### config.mk
export PLATFORM = sky130hd
export DESIGN_NAME = weight_sram_arbiter
export DESIGN_NICKNAME = d
export VERILOG_FILES = /design/src/rtl/weight_sram_arbiter.sv
export SDC_FILE = /design/constraint.sdc
export NUM_CORES = 1
export LEC_CHECK = 0
export ABC_AREA = 0
export CAP_MARGIN = 20
export CORE_AREA = 2 2 186 188
export CTS_BUF_LIST = sky130_fd_sc_hd__clkbuf_16
export DETAILED_ROUTE_END_ITERATION = 10
export DIE_AREA = 0 0 188 190
export GPL_ROUTABILITY_DRIVEN = 0
export MAX_ROUTING_LAYER = met4
export PLACE_DENSITY_LB_ADDON = 0.1
export SYNTH_ARGS = -nofsm -noshare
export SYNTH_HDL_FRONTEND = slang
export SYNTH_SLANG_ARGS = --single-unit
### constraint.sdc
create_clock -name clk -period 2.9 [get_ports clk]
set_clock_uncertainty 0.1 [all_clocks]
set_input_delay 0.435 -clock clk [delete_from_list [all_inputs] [get_ports clk]]
set_output_delay 0.435 -clock clk [all_outputs]
set_load 0.01 [all_outputs]
### src/rtl/weight_sram_arbiter.sv
// Round-robin, burst-locked arbiter sharing the weights/bias SRAM read port between conv1, conv2 and fc.
// Optional `define WSA_PERF_CNT_EN adds the cnt_clr input and the saturating wait_cnt output.
module weight_sram_arbiter #(
  parameter int unsigned NUM_REQ   = 3,
  parameter int unsigned ADDR_W    = 11,
  parameter int unsigned DATA_W    = 208,
  parameter int unsigned RD_LAT    = 1,
  parameter int unsigned MAX_BURST = 16
) (
  input  logic                      clk,
  input  logic                      sys_rst_n,
  input  logic [NUM_REQ-1:0]        req,
  input  logic [NUM_REQ*ADDR_W-1:0] req_addra,
  output logic [NUM_REQ-1:0]        gnt,
  output logic                      sram_ena,
  output logic [ADDR_W-1:0]         sram_addra,
  input  logic [DATA_W-1:0]         sram_douta,
  output logic [NUM_REQ-1:0]        rd_vld,
  output logic [DATA_W-1:0]         rd_data,
  output logic                      busy
`ifdef WSA_PERF_CNT_EN
  ,
  input  logic                      cnt_clr,
  output logic [31:0]               wait_cnt
`endif
);

  localparam int unsigned       IDX_W     = (NUM_REQ > 1) ? $clog2(NUM_REQ) : 1;
  localparam int unsigned       BEAT_W    = (MAX_BURST > 1) ? $clog2(MAX_BURST) : 1;
  localparam logic [BEAT_W-1:0] BEAT_LAST = BEAT_W'(MAX_BURST - 1);
  localparam logic [IDX_W-1:0]  PTR_RST   = IDX_W'(NUM_REQ - 1);

  typedef enum logic {
    S_IDLE,
    S_OWN
  } state_e;

  state_e              state_q;
  logic [NUM_REQ-1:0]  gnt_q;
  logic [IDX_W-1:0]    owner_q;
  logic [IDX_W-1:0]    ptr_q;
  logic [BEAT_W-1:0]   beat_q;
  logic [ADDR_W-1:0]   addr_q;
  logic [NUM_REQ-1:0]  tag_q [RD_LAT];

  logic [ADDR_W-1:0]   slot_addr [NUM_REQ];
  logic [IDX_W-1:0]    cand;
  logic [IDX_W-1:0]    win_idx;
  logic                win_vld;
  logic                issue;
  logic                contend;
  logic                tag_any;

  always_comb begin
    for (int unsigned i = 0; i < NUM_REQ; i++) begin
      slot_addr[i] = req_addra[i*ADDR_W +: ADDR_W];
    end
  end

  // Search upward from the slot after the last owner, wrapping modulo NUM_REQ.
  always_comb begin
    win_vld = 1'b0;
    win_idx = '0;
    cand    = '0;
    for (int unsigned k = 1; k <= NUM_REQ; k++) begin
      cand = IDX_W'((32'(ptr_q) + k) % NUM_REQ);
      if (!win_vld && req[cand]) begin
        win_vld = 1'b1;
        win_idx = cand;
      end
    end
  end

  assign issue      = |(gnt_q & req);
  assign contend    = |(req & ~gnt_q);
  assign sram_ena   = issue;
  assign sram_addra = issue ? slot_addr[owner_q] : addr_q;
  assign gnt        = gnt_q;

  always_ff @(posedge clk or negedge sys_rst_n) begin
    if (!sys_rst_n) begin
      state_q <= S_IDLE;
      gnt_q   <= '0;
      owner_q <= '0;
      ptr_q   <= PTR_RST;
      beat_q  <= '0;
    end else begin
      case (state_q)
        S_IDLE: begin
          if (win_vld) begin
            state_q <= S_OWN;
            gnt_q   <= NUM_REQ'(1) << win_idx;
            owner_q <= win_idx;
            ptr_q   <= win_idx;
            beat_q  <= '0;
          end
        end
        S_OWN: begin
          if (!issue) begin
            state_q <= S_IDLE;
            gnt_q   <= '0;
          end else if (beat_q == BEAT_LAST) begin
            // Burst cap: wrap and keep the port unless someone else is waiting.
            beat_q <= '0;
            if (contend) begin
              state_q <= S_IDLE;
              gnt_q   <= '0;
            end
          end else begin
            beat_q <= beat_q + 1'b1;
          end
        end
        default: begin
          state_q <= S_IDLE;
          gnt_q   <= '0;
        end
      endcase
    end
  end

  always_ff @(posedge clk or negedge sys_rst_n) begin
    if (!sys_rst_n) begin
      addr_q <= '0;
    end else begin
      addr_q <= sram_addra;
    end
  end

  // Tags follow each read through the SRAM latency so data returns to its issuer.
  always_ff @(posedge clk or negedge sys_rst_n) begin
    if (!sys_rst_n) begin
      for (int unsigned i = 0; i < RD_LAT; i++) begin
        tag_q[i] <= '0;
      end
    end else begin
      tag_q[0] <= gnt_q & req;
      for (int unsigned i = 1; i < RD_LAT; i++) begin
        tag_q[i] <= tag_q[i-1];
      end
    end
  end

  always_comb begin
    tag_any = 1'b0;
    for (int unsigned i = 0; i < RD_LAT; i++) begin
      tag_any = tag_any | (|tag_q[i]);
    end
  end

  assign rd_vld  = tag_q[RD_LAT-1];
  assign rd_data = (|tag_q[RD_LAT-1]) ? sram_douta : '0;
  assign busy    = (|gnt_q) | tag_any;

`ifdef WSA_PERF_CNT_EN
  logic [31:0] wait_q;

  always_ff @(posedge clk or negedge sys_rst_n) begin
    if (!sys_rst_n) begin
      wait_q <= '0;
    end else if (cnt_clr) begin
      wait_q <= '0;
    end else if (contend && (wait_q != '1)) begin
      wait_q <= wait_q + 32'd1;
    end
  end

  assign wait_cnt = wait_q;
`endif

endmodule
==> flow_summary.yaml, run 1 <==
critical_path:
  crit_path_start_kind: "flip-flop"
  crit_required_ns: 2.37
  worstPathArrival_ns: 2.17
  worstReg2RegEnd: "gnt[1]"
  timing.rr.start: "ptr_q[1]"
  path_cells: "nor3_2 -> buf_12 -> buf_4 -> nor2b_1 -> clkdlybuf4s50_1"
  reg2reg_depth: 7
  endpoint_kind: "primary output"
  worstSetupPathType: "reg2out"
  regToRegSetupSlack_ns: 0.67
  critPathLaunch: "rd_vld[1]"
  crit_path_end: "rd_data[8]"
  crit_fanout: 47
  crit_path_top_delay_cell: "clkdlybuf4s50_1"
  max_stage_delay_ns: 0.54
drt:
  avgViaCountPerCell: 3.24
  via_count: 4223
  wire_per_inst_um: 18.6
  drtAntennaViolNets: 0
  remaining_drc_errors: 0
  drtIter0Drc: 79
  routed_wl_um: 24200
  drt-pass1-iter-count: 4
die:
  io_pins: 473
  die_h_um: 190
  row_count: 68
  fp.dieW_um: 188
  start_util_pct: 8.40
  core_um2: 33900
  fp.dieArea_um2: 35700
clock_tree:
  clk_pin_slew_ns: 0.07
  post_cts_buffers: 0
  clkSinkCount: 25
  htree_num_levels: 1
  cts_buffer_depth: 2
  ctsHoldBuffers: 0
  numCtsBuffers: 3
  clock_latency_ns: 0.27
  cts_root_buf: "clkbuf_16"
  post_cts_resize_count: 9
  cts_tree: "yes"
grt:
  overflow: 0
  grt_pass1_wl_um: 32400
  grt_max_degree: 48
  antenna_found_initial: 2
  grtUsageTotal_pct: 12.9
  grt_pass1_vias: 4257
sta:
  tightest_slew_ns: 0.392
  setup_slack_ns: 0.196
  period_share_pct: 93.2
  hold_viol: 0
  fmax_mhz: 370
  maxSlewHeadroom_pct: 73.6
  fin_crit_ns: 2.70
  finalSetupViolations: 0
  drv_slew: 0
  rsz0062_at_grt: "false"
  setup-tns-final_ns: 0
synthesis:
  syn_avg_cell_area_um2: 7.43
  synth_cell_types: 43
  ys_warn_count: 0
  synthCells: 384
  async_reset_ff_share_pct: 100
  synth-seq-area-share_pct: 22.0
  syn-num-nets: 635
  ys.flop_type: "dfrtp_1"
  synth_edf_count: 0
  syn-cell-area_um2: 2850
  synth_seq_cells: 25
placed_design:
  dp_cells: 1297
  io_buffers: 472
  place_worst_setup_slack_ns: -0.0192
  hpwlAfterDp_um: 21900
  dpl_cell_area_um2: 8210
cells_and_area:
  nNetsFinal: 1098
  final_cells: 1303
  drive_gt1_share_pct: 3.55
  area_delta_synth_final_pct: 191
  design_area_um2: 8290
run_status:
  status: "finished clean"
pwr:
  power.density_nw_per_um2: 585
  p_leak_nw: 2.96
  power_w: 0.00485
  ir_drop_v: 0.000386
hold_path:
  hold_path.class: "reg2reg"
flow_run:
  drv_cap: 0
-- synth_stat cells, types with 2 or more instances --
master,count,area (µm²)
ha_1,5,62.6
nor2_1,22,82.6
nand2_1,7,26.3
a22o_1,3,26.3
o21a_1,3,22.5
a21oi_1,21,105
o2bb2ai_1,3,26.3
o22ai_1,2,12.5
dfrtp_1,24,601
inv_1,6,22.5
nor2b_1,209,1310
buf_2,4,20.0
mux2i_1,13,130
nand3_1,4,20.0
clkbuf_1,25,93.8
nand2b_1,3,18.8
and2_1,2,12.5
o21ai_0,3,15.0
-- how the worst min path moves through the flow --
| stage | depth (start not counted) | startpoint | slack, ns | end |
|---|---|---|---|---|
| finish | 1 | addr_q[9] | 0.40 | addr_q[9] |
| global route | 1 | addr_q[9] | 0.44 | addr_q[9] |
| CTS | 1 | addr_q[9] | 0.40 | addr_q[9] |
| detailed placement | 1 | addr_q[9] | 0.38 | addr_q[9] |
| global placement | 1 | addr_q[9] | 0.38 | addr_q[9] |
| floorplan | 0 | sys_rst_n | 0.04 | addr_q[0] |
-- sequential cells by signal, indices dropped and copies added, names as in the netlist --
register,cells
addr_q,11
beat_q,4
gnt,3
owner_q,2
ptr_q,1
rd_vld,3
state_q,1
-- layout make-up --
class / instances / area (µm²)
well taps: 455 / 569
fillers: 3679 / 25700
multi-input cells: 322 / 2080
repair buffers: 489 / 4910
clock inverters: 1 / 8.76
flip-flops and latches: 25 / 627
diodes: 2 / 5.00
inverters: 6 / 22.5
clock buffers: 3 / 75.1
-- placed cells by master (no fill, tap or decap), types with 2 or more instances in the layout --
master	n
dlygate4sd2_1	9
a21oi_1	21
dlymetal6s2s_1	2
o21ai_0	3
clkbuf_16	3
dfrtp_1	24
buf_4	12
nor2_1	22
o21a_1	3
o2bb2ai_1	3
nand2_1	7
nor2b_1	209
and2_1	2
a22o_1	3
ha_1	5
inv_1	6
clkdlybuf4s50_1	461
nand2b_1	3
buf_12	5
nand3_1	4
o22ai_1	2
diode_2	2
mux2i_1	13
-- per-layer routing --
| layer | wire, µm | vias to the layer above | track usage (%) | share of wire [%] |
|---|---|---|---|---|
| li1 | - | 2144 | - | - |
| met1 | 8950 | 1879 | 13.6 | 37 |
| met2 | 13200 | 198 | 24.3 | 55 |
| met3 | 2050 | 2 | 4.13 | 8.5 |
| met4 | 18 | 0 | 1.48 | 0.074 |
| met5 | 0 | - | - | 0 |
-- critical path: cells and delay by family, from the launching register on --
kind	cells	cell delay (ns)
buffers and inverters	3	1.15
DFF	1	0.39
and+or+nand+nor	2	0.34
-- where the power goes --
group | internal (W) | switching [W]
sequential | 0.000491 | 0.0000841
clock | 0.000191 | 0.000141
combinational | 0.00209 | 0.00185
-- cells by family (layout without fill, tap and decap cells) --
group	Yosys count	count (layout)	share of synthesized area (%)
and+or+nand+nor	256	256	53.8
DFF	25	25	22.0
buffers and inverters	37	499	5.31
muxes	14	14	5.09
xor gates and xnor gates	1	1	0.307
other	0	2	0
adders and majority gates	5	5	2.19
AOI/OAI and AO/OA	46	46	11.4
-- metrics by stage --
| step | util, % | hold slack, ns |
|---|---|---|
| 2_1_floorplan | - | 0.0394 |
| 3_3_place_gp | 24.2 | 0.382 |
| 3_5_place_dp | 24.2 | 0.384 |
| 4_1_cts | 24.4 | 0.401 |
| 5_1_grt | 24.4 | 0.442 |
| 6_report | 24.4 | 0.399 |
Note: power is estimated with default switching activity, not from simulation.
==> run 2, diff against run 1 <==
Settings changed: CAP_MARGIN 20 to 10, PLACE_DENSITY_LB_ADDON 0.1 to not set.
==> run 2 against run 1 <==
Compared with the run above: worst setup slack better by 0.0076 ns; maximum frequency increased by 0.28%; sequential share of layout area is essentially flat; cell area shrank 0.18%; via count is 4.6% higher; non-clock buffer count decreased by 4; wire length is 3.6% higher; core utilization barely moved; die area is the same; combinational power down 3%; register-to-register slack is essentially flat; critical path type unchanged; largest cell class unchanged.
==> flow_summary.yaml, run 2 (synthesis results as in run 1) <==
run_status:
  status: "finished clean"
pwr:
  ir_drop_v: 0.000354
  power.switching_w: 0.00203
  p_leak_nw: 2.95
  internal-power_w: 0.00275
  seqPwrFrac_pct: 12.9
  swShare_pct: 42.4
  power.density_nw_per_um2: 577
  p_comb_share_pct: 80.4
  power.share.clock_pct: 6.7
critical_path:
  endpoint_kind: "primary output"
  crit_path_start_kind: "flip-flop"
  worstPathArrival_ns: 2.16
  crit_fanout: 40
  crit_required_ns: 2.37
  worstSetupPathType: "reg2out"
drt:
  drtAntennaViolNets: 0
  via_count: 4419
  drt-pass1-iter-count: 4
  wire_per_inst_um: 19.2
  routed_wl_um: 25100
  remaining_drc_errors: 0
  drtIter0Drc: 177
  avgViaCountPerCell: 3.39
clock_tree:
  numCtsBuffers: 3
  clock_latency_ns: 0.26
  cts_root_buf: "clkbuf_16"
  post_cts_buffers: 0
  ctsHoldBuffers: 0
  clkSinkCount: 25
  htree_num_levels: 1
  cts_tree: "yes"
  cts_buffer_depth: 2
  clk_pin_slew_ns: 0.07
placed_design:
  hpwlAfterDp_um: 23200
  dp_cells: 1293
  dpl_cell_area_um2: 8180
  io_buffers: 472
  place_worst_setup_slack_ns: -0.0551
cells_and_area:
  largest_reg_flops: 11
  regArea_um2: 627
  final_cells: 1305
  nNetsFinal: 1094
  drive_gt1_share_pct: 3.09
  area_delta_synth_final_pct: 190
  final_common_cell: "clkdlybuf4s50_1"
  regMostFlops: "addr_q"
  final_cell_mix: "clkdlybuf4s50_1 (461), nor2b_1 (209), dfrtp_1 (24), nor2_1 (22), a21oi_1 (21)"
  multiInputGateArea_um2: 2080
  fillers: 3641
  design_area_um2: 8280
  reg_top3: "addr_q (11), beat_q (4)"
sta:
  rsz0062_at_grt: "false"
  fin_crit_ns: 2.70
  setup_slack_ns: 0.204
  hold_ws_ns: 0.413
  fmax_mhz: 371
  finalSetupViolations: 0
  maxSlewHeadroom_pct: 53.7
  drv_slew: 0
  setup-tns-final_ns: 0
  tightest_slew_ns: 0.695
  hold_viol: 0
  period_share_pct: 93.0
grt:
  antenna_found_initial: 20
  overflow: 0
  gr-usage-met1_pct: 14.6
  grt_use_met3_pct: 3.06
  grt_pass1_wl_um: 33100
  grt_max_degree: 66
  grt-busiest-layer: "met2"
  gr-usage-met2_pct: 25.6
  grtUsageTotal_pct: 13.5
  grt_pass1_vias: 4441
die:
  row_count: 68
  fp.dieArea_um2: 35700
  io_pins: 473
  die_h_um: 190
  core_um2: 33900
  start_util_pct: 8.40
  fp.dieW_um: 188
hold_path:
  hold_path.class: "reg2reg"
flow_run:
  drv_cap: 0
run 2: stage by stage:
stage / utilization [%] / power [W]
floorplan: - / 0.00230
global placement: 24.1 / 0.00454
detailed placement: 24.1 / 0.00457
CTS: 24.3 / 0.00485
global route: 24.3 / 0.00512
finish: 24.4 / 0.00478
run 2: power groups by stage:
stage	registers (W)	logic, W	clock network (W)
global placement	0.000626	0.00391	0
finish	0.000618	0.00384	0.000319
global route	0.000644	0.00413	0.000339
detailed placement	0.000629	0.00394	0
CTS	0.000621	0.00390	0.000328
floorplan	0.000557	0.00174	0
run 2: layer usage:
layer / wire [µm] / share of wire (%)
met5: 0 / 0
met4: 458 / 1.8
met3: 1610 / 6.4
met2: 13500 / 54
met1: 9520 / 38
run 2: final timing paths:
path / endpoint / cells past startpoint / slack, ns / start
min in group asynchronous: addr_q[2] / 2 / 0.43 / sys_rst_n
min reg2reg: addr_q[9] / 1 / 0.41 / addr_q[9]
max in group asynchronous: ptr_q[1] / 2 / 1.96 / sys_rst_n
max reg2reg: gnt[1] / 7 / 0.66 / ptr_q[1]
min: addr_q[9] / 1 / 0.41 / addr_q[9]
max: rd_data[76] / 5 / 0.20 / rd_vld[1]
run 2: timing repair:
item | 4_1_cts | 5_1_grt
gates resized for setup | 8 | 3
setup endpoints to repair | 8 | 3
pin swaps | 0 | 0
run 2: final cells by class:
class	instances	area share, %
Antenna cell	8	0.242
Clock buffer	3	0.907
Clock inverter	1	0.0605
Inverter	6	0.272
Multi-Input combinational cell	322	25.1
Sequential cell	25	7.57
Tap cell	455	6.88
Timing Repair Buffer	485	59.0
run 2: worst max-delay path, stage by stage, from the launching register on:
cell and delay, ns:
dfrtp_1 0.39, nor3_2 0.36, buf_12 0.26, buf_4 0.24
nor2b_1 0.07, clkdlybuf4s50_1 0.54
